--- config.mk ---
export PLATFORM = sky130hd
export DESIGN_NAME = cla_pipe_adder_flat
export DESIGN_NICKNAME = d
export VERILOG_FILES = /design/src/rtl/cla_pipe_adder_if.sv /design/src/rtl/cla_pipe_adder.sv /design/src/flat_wrapper.sv
export SDC_FILE = /design/constraint.sdc
export NUM_CORES = 1
export LEC_CHECK = 0
export CAP_MARGIN = 40
export CORE_MARGIN = 3
export CORE_UTILIZATION = 52
export DETAILED_ROUTE_END_ITERATION = 16
export PLACE_DENSITY = 0.8
export SETUP_SLACK_MARGIN = 0.15
export SYNTH_ARGS = -nofsm -noshare
export SYNTH_HDL_FRONTEND = slang
export SYNTH_SLANG_ARGS = --single-unit
--- constraint.sdc ---
create_clock -name clk -period 3.8 [get_ports clk]
set_input_delay 0.38 -clock clk [delete_from_list [all_inputs] [get_ports clk]]
set_output_delay 0.38 -clock clk [all_outputs]
set_load 0.05 [all_outputs]
--- src/rtl/cla_pipe_adder_if.sv ---
// Handshake and payload bundle for the pipelined CLA adder/subtractor.
// The slave side is the adder; the master side is the producer/consumer driving it.
interface cla_pipe_adder_if #(
   parameter int unsigned WIDTH = 16
);
   logic             in_valid;
   logic             in_ready;
   logic [WIDTH-1:0] a;
   logic [WIDTH-1:0] b;
   logic             c_in;
   logic             sub;
   logic             out_valid;
   logic             out_ready;
   logic [WIDTH-1:0] sum;
   logic             c_out;
   logic             ovf;
   logic             g_out;
   logic             p_out;

   modport master (
      output in_valid, a, b, c_in, sub, out_ready,
      input  in_ready, out_valid, sum, c_out, ovf, g_out, p_out
   );

   modport slave (
      input  in_valid, a, b, c_in, sub, out_ready,
      output in_ready, out_valid, sum, c_out, ovf, g_out, p_out
   );
endinterface

--- src/rtl/cla_pipe_adder.sv ---
// Two-stage pipelined carry-lookahead adder/subtractor with valid/ready flow control.
// Stage 1 holds per-bit and per-group g/p terms; stage 2 resolves carries and the sum.
module cla_pipe_adder #(
   parameter int unsigned WIDTH = 16,
   parameter int unsigned GROUP = 4
) (
   input logic             clk,
   input logic             rst_n,
   cla_pipe_adder_if.slave bus
);
   localparam int unsigned NG = WIDTH / GROUP;

   // Operand conditioning and group generate/propagate
   logic [WIDTH-1:0] b_eff, g_bit, p_bit;
   logic             cin_eff;
   logic [NG-1:0]    grp_g, grp_p;

   always_comb begin
      logic gk, pk;
      b_eff   = bus.sub ? ~bus.b : bus.b;
      cin_eff = bus.sub | bus.c_in;
      g_bit   = bus.a & b_eff;
      p_bit   = bus.a ^ b_eff;
      grp_g   = '0;
      grp_p   = '0;
      for (int k = 0; k < NG; k++) begin
         gk = 1'b0;
         pk = 1'b1;
         for (int j = 0; j < GROUP; j++) begin
            gk = g_bit[k*GROUP+j] | (p_bit[k*GROUP+j] & gk);
            pk = pk & p_bit[k*GROUP+j];
         end
         grp_g[k] = gk;
         grp_p[k] = pk;
      end
   end

   // Handshake
   logic s1_valid_q, s2_valid_q;
   logic s1_en, s2_en;

   always_comb begin
      s2_en        = !s2_valid_q | bus.out_ready;
      s1_en        = !s1_valid_q | s2_en;
      bus.in_ready = s1_en;
   end

   // Stage 1 registers
   logic [WIDTH-1:0] s1_g_q, s1_p_q;
   logic [NG-1:0]    s1_gg_q, s1_gp_q;
   logic             s1_cin_q;

   always_ff @(posedge clk or negedge rst_n) begin
      if (!rst_n) begin
         s1_valid_q <= 1'b0;
         s1_g_q     <= '0;
         s1_p_q     <= '0;
         s1_gg_q    <= '0;
         s1_gp_q    <= '0;
         s1_cin_q   <= 1'b0;
      end else if (s1_en) begin
         s1_valid_q <= bus.in_valid;
         // Bubbles leave the payload untouched
         if (bus.in_valid) begin
            s1_g_q   <= g_bit;
            s1_p_q   <= p_bit;
            s1_gg_q  <= grp_g;
            s1_gp_q  <= grp_p;
            s1_cin_q <= cin_eff;
         end
      end
   end

   // Group carries, intra-group carries and word-level flags
   logic [WIDTH-1:0] bit_c;
   logic [WIDTH-1:0] sum_d;
   logic             c_out_d, ovf_d, g_out_d, p_out_d;

   always_comb begin
      logic cg, cb, wg;
      bit_c = '0;
      cg    = s1_cin_q;
      wg    = 1'b0;
      for (int k = 0; k < NG; k++) begin
         cb = cg;
         for (int j = 0; j < GROUP; j++) begin
            bit_c[k*GROUP+j] = cb;
            cb = s1_g_q[k*GROUP+j] | (s1_p_q[k*GROUP+j] & cb);
         end
         cg = s1_gg_q[k] | (s1_gp_q[k] & cg);
         wg = s1_gg_q[k] | (s1_gp_q[k] & wg);
      end
      sum_d   = s1_p_q ^ bit_c;
      c_out_d = cg;
      ovf_d   = bit_c[WIDTH-1] ^ cg;
      g_out_d = wg;
      p_out_d = &s1_gp_q;
   end

   // Stage 2 registers
   logic [WIDTH-1:0] sum_q;
   logic             c_out_q, ovf_q, g_out_q, p_out_q;

   always_ff @(posedge clk or negedge rst_n) begin
      if (!rst_n) begin
         s2_valid_q <= 1'b0;
         sum_q      <= '0;
         c_out_q    <= 1'b0;
         ovf_q      <= 1'b0;
         g_out_q    <= 1'b0;
         p_out_q    <= 1'b0;
      end else if (s2_en) begin
         s2_valid_q <= s1_valid_q;
         if (s1_valid_q) begin
            sum_q   <= sum_d;
            c_out_q <= c_out_d;
            ovf_q   <= ovf_d;
            g_out_q <= g_out_d;
            p_out_q <= p_out_d;
         end
      end
   end

   always_comb begin
      bus.out_valid = s2_valid_q;
      bus.sum       = sum_q;
      bus.c_out     = c_out_q;
      bus.ovf       = ovf_q;
      bus.g_out     = g_out_q;
      bus.p_out     = p_out_q;
   end
endmodule

--- src/flat_wrapper.sv ---
// flat-port wrapper written by rule: the top's interface ports become plain ports
module cla_pipe_adder_flat 
#(
   parameter int unsigned WIDTH = 16,
   parameter int unsigned GROUP = 4
)
  (clk, rst_n, bus_in_valid, bus_a, bus_b, bus_c_in, bus_sub, bus_out_ready, bus_in_ready, bus_out_valid, bus_sum, bus_c_out, bus_ovf, bus_g_out, bus_p_out);
  cla_pipe_adder_if #(.WIDTH(WIDTH)) bus_i ();
  input logic clk;
  input logic rst_n;
  input wire logic [$bits(bus_i.in_valid)-1:0] bus_in_valid;
  input wire logic [$bits(bus_i.a)-1:0] bus_a;
  input wire logic [$bits(bus_i.b)-1:0] bus_b;
  input wire logic [$bits(bus_i.c_in)-1:0] bus_c_in;
  input wire logic [$bits(bus_i.sub)-1:0] bus_sub;
  input wire logic [$bits(bus_i.out_ready)-1:0] bus_out_ready;
  output wire logic [$bits(bus_i.in_ready)-1:0] bus_in_ready;
  output wire logic [$bits(bus_i.out_valid)-1:0] bus_out_valid;
  output wire logic [$bits(bus_i.sum)-1:0] bus_sum;
  output wire logic [$bits(bus_i.c_out)-1:0] bus_c_out;
  output wire logic [$bits(bus_i.ovf)-1:0] bus_ovf;
  output wire logic [$bits(bus_i.g_out)-1:0] bus_g_out;
  output wire logic [$bits(bus_i.p_out)-1:0] bus_p_out;
  assign bus_i.in_valid = bus_in_valid;
  assign bus_i.a = bus_a;
  assign bus_i.b = bus_b;
  assign bus_i.c_in = bus_c_in;
  assign bus_i.sub = bus_sub;
  assign bus_i.out_ready = bus_out_ready;
  assign bus_in_ready = bus_i.in_ready;
  assign bus_out_valid = bus_i.out_valid;
  assign bus_sum = bus_i.sum;
  assign bus_c_out = bus_i.c_out;
  assign bus_ovf = bus_i.ovf;
  assign bus_g_out = bus_i.g_out;
  assign bus_p_out = bus_i.p_out;
  cla_pipe_adder #(.WIDTH(WIDTH), .GROUP(GROUP)) u_core (.clk(clk), .rst_n(rst_n), .bus(bus_i));
endmodule
==> results.txt <==
- Dividing the detail-routed wire length by the instance count gives around 15 um.
* Critical path buffers and inverters: 0
* Detailed router's first-iteration violation count: 69
* Part of the total power dissipated in combinational logic: between 40% and 50%
- In this run the horizontal extent of the chip is approximately 83 um.
* Boundary Pins: 60
- Maximum number of pins on one net before global-route repair: 47
- Final clock period utilization by the worst path: ~77%
- Summed over all failing endpoints, the final setup total negative slack is 0 ns.
- Post-route worst setup slack: around 0.88 ns
* First-pass GRT wire length: between 9000 and 10,000 um
* Post-CTS setup-driven buffer insertion count: 0
- In this run the tool buffered the top-level ports with 59 buffer cells.
* Chip Height: 83.4 um
- Post-synthesis sequential element count: just under 60
- Among the stages of the critical path, the cell type that occurs most often is ha_1.
- Placed insts: around 360
* Antenna diode count: 0
* Hold crit path type: primary input to asynchronous set/reset pin
- Summing over every cut layer, the via total after detailed routing is slightly above 2k.
- Setup violations remaining at the end of the flow were counted as 0.
* Number of placement rows: 27
- Vias in the first global route: between 2k and 2.5k
* Post-CTS Resized: 0
- Relative to the synthesized area, the layout overhead comes to 25.2%.
- Final clock skew: between 0.002 and 0.003 ns
- CTS tree: yes
- Top cell family by delay on the critical path: simple AND/OR/NAND/NOR gates
- Yosys mapped the design onto 29 distinct sky130hd cell types.
- Clock latency on the worst-skew pair: between 0.3 and 0.4 ns
- Status: complete, no violations
- For this run, the total global-route usage over all layers was measured as between 10% and 20%.
- Final Max Slew Viols: 0
* DRC violations left: 0
* Setup repair after global routing missed its margin: no
- The detail route stage leaves a number of antenna-violating nets equal to 0.
- Static leakage: roughly 0.0019 uW
* Count of mapped cells out of synthesis: ~240
- Post-Place Worst Slack: between 0.9 and 1 ns
- Before antenna repair, the detailed router went through 4 iterations.
- Minimum period implied by the final worst setup slack: 2.92 ns
* Fin cells: 378
- Fraction of final layout cells with drive strength greater than 1: roughly 22%
- The filler cells instantiated in the layout total 421.
- Number of maximum-capacitance violations: 0
- Counting every sink on the clock net gives slightly below 60.
- Post-layout net count: 369
- For this run, the top clock speed supported by timing is approximately 0.34 GHz.
- The initial antenna violation count was 0.
- The die covers 6950 um2.
- STA classifies the critical path endpoint as a flip-flop.
* Avg Cell Area, Syn: ~13 um2
* Gp weighted congestion: between 0.8 and 0.9
- The clock tree synthesis step divided the H-tree into 3 levels.
- After detailed routing, the number of vias per cell comes to approximately 5.3.
* Starting Density: between 50% and 60%
- Relative contribution of the clock network to total power: roughly 22%
- Sequential group share of total power: a little under two fifths
- Max-slew headroom at the worst pin: a little over half
- After legalization and detailed placement, the total HPWL measured 4220 um.
* Net switching power: around 900 uW
- WL final: 5830 um
- At the worst endpoint, the required time is about 4.0 ns.
- Total power divided by cell area: between 600 and 700 nW/um2
- Synth Warn #: 0
- Maximum vdd ir drop: 0.000357 V
* Slowest cell on the critical path: dfrtp_1
- Clock tree root driver cell: clkbuf_8
- Switching fraction of total power: roughly 37%
* Post-synthesis cell area: 3110 um2
* Crit path cell chain: a21o_1 > a31o_2 > ha_1 > or2_2 > ha_1 > or2_2 > ha_1 > nor2_1 > or3_1 > a21oi_1 > a211o_1
- Cts bufs inserted: 9
* Core Footprint: roughly 5600 um2
- Worst-Margin Slew: a little over 0.7 ns
* Gr ovfl total: 0
- After synthesis, flip-flops and latches occupy a little under half of the total area.
- Post-CTS clock slew at the launch and capture registers of the worst setup and hold paths: 0.06 ns
- The number of nets handed over by synthesis was just over 300.
- Hold-fix buffers at CTS: 0
* Setup Crit Path Kind: flip-flop to flip-flop
* Count of final hold-check violations: 0
- Delay contributed by the slowest stage of the critical path: roughly 0.40 ns
* Worst Path Max Fanout: 4
* CP Data Arrival Time: about 3.1 ns
* Internal power: 1550 uW
- Clock Path Buffers: 2
- STA classifies the critical path startpoint as a flip-flop.
- End-of-flow core utilization: 69.1%
-- per-layer routing --
layer	GRT usage (%)	vias to the layer above	part of all wire [%]
met2	30.8	45	51
met1	20.4	992	42
li1	-	972	-
met3	5.85	13	4.7
met4	6.84	0	1.7
met5	0	-	0
-- cells by family after synthesis --
group	after synthesis	share of synthesized area, %
AO/OA/AOI/OAI	38	7.43
XOR/XNOR	20	5.62
adder cells (fa/ha/maj)	28	11.2
buffers and inverters	9	2.97
flip-flops	59	47.4
multiplexers	41	17.2
AND/OR/NAND/NOR	44	8.12
-- stage by stage --
stage / total power (uW) / area [um2] / hold WS (ns)
6_report: 2460 / 3900 / 0.0122
5_1_grt: 2600 / 3900 / 0.0281
4_1_cts: 2490 / 3900 / 0.0196
3_5_place_dp: 1940 / 3720 / 0.391
3_3_place_gp: 1920 / 3720 / 0.391
2_1_floorplan: 1600 / 3110 / 0.0844
-- layout make-up --
type                       count  area, um2  area share, %
inverter                       1       3.75         0.0963
clock inverter                 3       40.0           1.03
timing repair buffer          61        601           15.4
clock buffer                  11        141           3.63
multi-input combinational    171       1550           39.6
tap                           72       90.1           2.31
sequential                    59       1480           37.9
-- power by group through the flow --
stage | Clock [uW] | Sequential, uW | Combinational, uW
CTS | 552 | 904 | 1030
global placement | 0 | 905 | 1010
floorplan | 0 | 1230 | 370
detailed placement | 0 | 913 | 1030
global route | 580 | 926 | 1090
finish | 537 | 903 | 1020
-- state kept, by name (all words and copies together) (netlist names), 4 cells and up --
name	count
u_core.s1_gg_q	4
u_core.s1_g_q	12
u_core.s1_gp_q	4
u_core.bus.sum	16
u_core.s1_p_q	16
-- cell usage after synthesis (all sizes together) --
master   count  area, um2
nand2       18       91.3
or2          8       50.1
xor2        20        175
a21o        11       82.6
o2111ai      1       8.76
inv          1       3.75
nor2         6       22.5
a21oi        7       35.0
dfrtp       59       1480
mux2i        1       10.0
a31o         1       8.76
ha          28        350
mux2        40        526
nand4        6       37.5
buf          8       88.8
a22oi        1       7.51
o21ai       16       80.1
nand2b       3       18.8
nand3b       1       20.0
or3          1       6.26
a211o        1       8.76
nor2b        1       6.26
-- layout by cell type, fill, tap and decap left out, drive strengths merged --
master,Yosys,layout
dfrtp,59,59
clkdlybuf4s50,0,58
mux2,40,40
ha,28,28
xor2,20,20
nand2,18,18
o21ai,16,16
a21o,11,11
clkbuf,0,11
or2,8,8
a21oi,7,7
nand4,6,6
nor2,6,6
nand2b,3,3
buf,8,3
clkinv,0,2
a31o,1,1
nand3b,1,1
inv,1,1
o2111ai,1,1
mux2i,1,1
or3,1,1
a211o,1,1
nor2b,1,1
a22oi,1,1
bufinv,0,1
-- final timing paths --
kind,start,to,slack [ns],depth (start not counted)
hold / removal,rst_n,u_core.bus.sum[5],0.01,1
setup reg to reg,u_core.s1_cin_q,u_core.bus.ovf,0.88,11
max in group asynchronous,rst_n,u_core.bus.sum[4],2.96,2
hold reg to reg,u_core.bus.sum[7],u_core.bus.sum[7],0.49,2
setup / recovery,u_core.s1_cin_q,u_core.bus.ovf,0.88,11
min in group clk,u_core.bus.sum[7],u_core.bus.sum[7],0.49,2
-- worst register-to-register path, cell delays in order, from the launching register on --
cell	delay [ns]
dfrtp_1	0.40
a21o_1	0.22
a31o_2	0.29
ha_1	0.20
or2_2	0.29
ha_1	0.20
or2_2	0.29
ha_1	0.21
nor2_1	0.25
or3_1	0.16
a21oi_1	0.06
a211o_1	0.23
No activity file was read; power rests on OpenSTA's default activity.
